`src/rtl/div_unit.sv`:
```
// Iterative radix-2 restoring divider for DIV/DIVU in EX; raises stallreq until the
// {HI, LO} result is presented. Optional macro DIV_EARLY_OUT_EN enables the |divisor| > |dividend| shortcut.
module div_unit #(
   parameter int DATA_W = 32,
   parameter int CNT_W  = 6
) (
   input  logic                clk,
   input  logic                rst,
   input  logic                start,
   input  logic                signed_div,
   input  logic [DATA_W-1:0]   opdata1,
   input  logic [DATA_W-1:0]   opdata2,
   input  logic                annul,
   output logic [2*DATA_W-1:0] result,
   output logic                ready,
   output logic                stallreq
);

   typedef enum logic [1:0] {IDLE, BUSY, DONE} state_e;

   state_e              state_q, state_d;
   logic [CNT_W-1:0]    cnt_q, cnt_d;
   logic [DATA_W-1:0]   dvd_q, dvd_d;
   logic [DATA_W-1:0]   dsr_q, dsr_d;
   logic [DATA_W-1:0]   rem_q, rem_d;
   logic                qneg_q, qneg_d;
   logic                rneg_q, rneg_d;
   logic [2*DATA_W-1:0] result_q, result_d;
   logic                ready_q, ready_d;

   logic                op1_neg, op2_neg;
   logic [DATA_W-1:0]   mag1, mag2;
   logic [DATA_W:0]     trial, diff;
   logic                fits;
   logic [DATA_W-1:0]   rem_next, dvd_next, q_fix, r_fix;

   assign op1_neg = signed_div & opdata1[DATA_W-1];
   assign op2_neg = signed_div & opdata2[DATA_W-1];
   assign mag1    = op1_neg ? -opdata1 : opdata1;
   assign mag2    = op2_neg ? -opdata2 : opdata2;

   // dvd_q shifts dividend bits out at the top and quotient bits in at the bottom
   assign trial    = {rem_q, dvd_q[DATA_W-1]};
   assign diff     = trial - {1'b0, dsr_q};
   assign fits     = ~diff[DATA_W];
   assign rem_next = fits ? diff[DATA_W-1:0] : trial[DATA_W-1:0];
   assign dvd_next = {dvd_q[DATA_W-2:0], fits};
   assign q_fix    = qneg_q ? -dvd_next : dvd_next;
   assign r_fix    = rneg_q ? -rem_next : rem_next;

   always_comb begin
      state_d  = state_q;
      cnt_d    = cnt_q;
      dvd_d    = dvd_q;
      dsr_d    = dsr_q;
      rem_d    = rem_q;
      qneg_d   = qneg_q;
      rneg_d   = rneg_q;
      result_d = result_q;
      ready_d  = 1'b0;
      if (annul) begin
         state_d = IDLE;
      end else begin
         case (state_q)
            IDLE: begin
               if (start) begin
                  if (opdata2 == '0) begin
                     state_d  = DONE;
                     result_d = {opdata1, {DATA_W{1'b1}}};
                     ready_d  = 1'b1;
`ifdef DIV_EARLY_OUT_EN
                  end else if (mag2 > mag1) begin
                     state_d  = DONE;
                     result_d = {opdata1, {DATA_W{1'b0}}};
                     ready_d  = 1'b1;
`endif
                  end else begin
                     state_d = BUSY;
                     cnt_d   = '0;
                     dvd_d   = mag1;
                     dsr_d   = mag2;
                     rem_d   = '0;
                     qneg_d  = op1_neg ^ op2_neg;
                     rneg_d  = op1_neg;
                  end
               end
            end
            BUSY: begin
               dvd_d = dvd_next;
               rem_d = rem_next;
               cnt_d = cnt_q + 1'b1;
               if (cnt_q == CNT_W'(DATA_W - 1)) begin
                  state_d  = DONE;
                  result_d = {r_fix, q_fix};
                  ready_d  = 1'b1;
               end
            end
            DONE:    state_d = IDLE;
            default: state_d = IDLE;
         endcase
      end
   end

   always_ff @(posedge clk or posedge rst) begin
      if (rst) begin
         state_q  <= IDLE;
         cnt_q    <= '0;
         dvd_q    <= '0;
         dsr_q    <= '0;
         rem_q    <= '0;
         qneg_q   <= 1'b0;
         rneg_q   <= 1'b0;
         result_q <= '0;
         ready_q  <= 1'b0;
      end else begin
         state_q  <= state_d;
         cnt_q    <= cnt_d;
         dvd_q    <= dvd_d;
         dsr_q    <= dsr_d;
         rem_q    <= rem_d;
         qneg_q   <= qneg_d;
         rneg_q   <= rneg_d;
         result_q <= result_d;
         ready_q  <= ready_d;
      end
   end

   assign result   = result_q;
   assign ready    = ready_q;
   // Combinational so the stall drops in the same cycle the result appears
   assign stallreq = start & ~ready_q & ~annul & ~rst;

endmodule

```
`config.mk`:
```
export PLATFORM = sky130hd
export DESIGN_NAME = div_unit
export DESIGN_NICKNAME = d
export VERILOG_FILES = /design/src/rtl/div_unit.sv
export SDC_FILE = /design/constraint.sdc
export NUM_CORES = 1
export LEC_CHECK = 0
export BUFFER_PORTS_ARGS = -buffer_cell sky130_fd_sc_hd__clkbuf_2
export CORE_UTILIZATION = 45
export DETAILED_ROUTE_END_ITERATION = 6
export HOLD_SLACK_MARGIN = 0.1
export PLACE_DENSITY = 0.76
export SYNTH_ARGS = -nofsm -noshare
export SYNTH_HDL_FRONTEND = slang
export SYNTH_SLANG_ARGS = --single-unit
```
`constraint.sdc`:
```
create_clock -name clk -period 8.65 [get_ports clk]
set_input_delay 0.4325 -clock clk [delete_from_list [all_inputs] [get_ports clk]]
set_output_delay 0.4325 -clock clk [all_outputs]
set_load 0.01 [all_outputs]
```
==> run summary <==
R2r worst-path depth: 20
Post-Syn Area: 12500 um2
Asr flop ratio synth: 100%
R2R Path End: result[60]
DR WL/cell: 17.7 um
First-pass GRT wire length: 58100 um
Detail Route Antenna Nets: 0
Clk slew on worst S/H paths: 70 ps
Global router's overall resource usage: 25.8%
Top cells by count, synth: 192 x nand2_1, 186 x nor2_1, 175 x a21oi_1
Initial antenna violation count: 0
Flop2flop setup slack: 2420 ps
Top delay family on crit path: simple AND/OR/NAND/NOR gates
Clock Power Share: 33.1%
Unrepaired setup endpoints after global routing: false
Worst reg2reg path startpoint: dvd_q[31]
Num CTS Buffers: 17
Worst skew pair latency: 440 ps
P_sw: 0.851 mW
Comb pwr share: 26.7%
Vias/cell: 5.86
Number of synthesized flops with an enable pin: 0
Synthesized flop and latch total: 171
Ant. Diodes: 0
Largest net degree at the start of global routing: 106
Cells after Synth: 1595
Slew Viols, Final: 0
Die X: 169 um
Clock Tree Buf Depth: 2
Layout overhead on the synthesized area: 11.3%
Drt pass-1 iters: 5
Top cell type's share of synthesized area: 34.2%
Number of core rows: 60
Vias in the first global route: 11000
Fillcell total: 2579
Syn Area/Cell: 7.84 um2
Critical Path Max Stage Delay: 820 ps
Slowest CP cell: nor2_4
Remaining Overflow, GRT: 0
Hold_ws: 186 ps
Max Cap Viol: 0
Buffers on Ports: 134
Final setup skew: 15.5 ps
Root Buffer: clkbuf_16
Drt first-iter violations: 1274
Crit start category: flop
Crit path DAT: 6550 ps
Sequence of cells on the critical path: inv_1, ha_1, fa_1, nand2b_1, a211oi_4, o2111a_1, o211ai_1, and3_1, nor2_4, inv_2, a21oi_1, ha_1, nand2_1, nor3_1, nand2_1, or4_1, o31a_1, nor4b_1, mux2_2, o31ai_1
Cts hold-fix bufs: 0
Placer Congestion: 0.947
Top cells by area in the synthesized netlist: dfrtp_1 34%, a21oi_1 7.0%, o21ai_0 6.0%, nand2_1 5.8%, nor2_1 5.6%
Post-CTS setup buffers: 0
WP buf/inv: 2
Int Pwr: 1.51 mW
Final min period: 6230 ps
PostCTS Resize Cnt: 0
Max H-tree Level: 4
VDD IR max: 0.132 mV
I/O pin count: 135
Sum Neg Setup Slack: 0 ps
CTS Sinks: 171
Worst-Margin Slew: 1150 ps
Leak Pwr: 6.06 nW
Max-slew headroom: 23.5%
Hold Path Class: in2async
Final Hold Vio Count: 0
Post-Synthesis Net Count: 1702
Vias post-DR: 12000
Final nets: 1777
Sequential-to-total area share from yosys stat: 34.2%
Drt total wl: 36400 um
Final cycle utilization of the critical path: 72.0%
Sw Share: 36.0%
Setup crit end kind: flop
Height of the die: 169 um
Sequential share of power: 40.2%
Detail Placement HPWL: 27300 um
Synth Flop Type: dfrtp_1
Syn. warnings: 0
Final setup vio count: 0
P per Cell Area: 170 nW/um2
Post-synthesis cell type with the largest combined area: dfrtp_1
Core ar.: 27100 um2
Placed Area: 13300 um2
Status: complete, no violations
Crit Path Category: reg2reg
Most common cell in the synthesized netlist: nand2_1
Starting density of the core: 46.1%
Layout cells sized above 1: 12.1%
Distinct cells, synth: 74
Critical Path RT: 8970 ps
Final instance area: 13900 um2
Die ar.: 28500 um2
Worst-path maximum fanout: 32
CTS tree: done
FMAX: 0.161 GHz
Number of remaining DRC errors: 0
## final cells by class
type                       instances  area [um2]  area share [%]
tap                              372         465            3.35
sequential                       171        4280            30.8
multi-input combinational       1279        7620            54.7
clock inverter                    15         166            1.20
inverter                          58         223            1.60
timing repair buffer             143         738            5.31
clock buffer                      17         425            3.06
## per-layer routing
metal	GRT usage (%)	wire, um	vias to the layer above
met2	40.7	16300	498
li1	-	-	5824
met5	0	21	-
met1	35.9	16500	5653
met3	3.76	2460	66
met4	9.64	1130	2
## worst max-delay path by stage
stage | from | endpoint | depth (start not counted)
finish | dvd_q[31] | result[60] | 20
global route | dvd_q[31] | result[60] | 20
CTS | dvd_q[31] | result[60] | 20
detailed placement | dvd_q[31] | result[60] | 20
global placement | dvd_q[31] | result[60] | 20
floorplan | dvd_q[31] | result[60] | 23
## sequential cells by signal, indices dropped and copies added, names as in the netlist
| signal | cells |
|---|---|
| qneg_q | 1 |
| dvd_q | 32 |
| rem_q | 32 |
| cnt_q | 6 |
| state_q | 2 |
| rneg_q | 1 |
| ready | 1 |
| dsr_q | 32 |
| result | 64 |
## through the flow
stage          std cells  setup slack, ps  power (mW)  utilization [%]
4_1_cts             2055             2540        2.36             51.3
2_1_floorplan       1595             3380        1.40                -
6_report            2055             2420        2.36             51.3
5_1_grt             2055             2020        2.48             51.3
3_3_place_gp        2023             2810        1.57             49.2
3_5_place_dp        2023             2580        1.58             49.2
## logic make-up (layout without fill, tap and decap cells)
family	after synthesis	in the layout	synth area share, %
adders and majority gates	38	38	3.86
and+or+nand+nor	582	582	21.7
buffers and inverters	145	233	4.92
xor gates and xnor gates	130	130	9.11
muxes	25	25	2.05
DFF	171	171	34.2
AOI/OAI and AO/OA	504	504	24.1
## power groups by stage
stage,Combinational [mW],Sequential [mW],Clock [mW]
final,0.631,0.950,0.783
after global routing,0.704,0.959,0.818
after CTS,0.621,0.948,0.788
after detailed placement,0.617,0.964,0
after global placement,0.605,0.960,0
after floorplan,0.459,0.939,0
## placed cells by master (no fill, tap or decap), types with 5 or more instances in the layout
cell,n
o21ai_1,11
xor2_1,73
buf_4,9
or2_2,8
o211ai_1,9
nand3_1,19
nand2b_1,14
and3_1,9
clkbuf_16,17
nand4_1,8
o31a_1,5
nand2_1,191
inv_8,5
mux2i_1,20
ha_1,37
nor3_1,34
nor2_1,186
inv_6,6
a31oi_1,33
a211oi_1,14
a21oi_1,175
nor2b_1,6
mux2_2,5
or4_1,12
and4_1,7
a22o_1,5
nor4_1,30
o31ai_1,22
dfrtp_1,171
o21a_1,10
o21ai_0,150
a21o_1,12
or3_1,25
xnor2_1,57
o41ai_1,15
clkbuf_2,134
inv_1,55
and2_1,13
(Power assumes the default switching activity.)
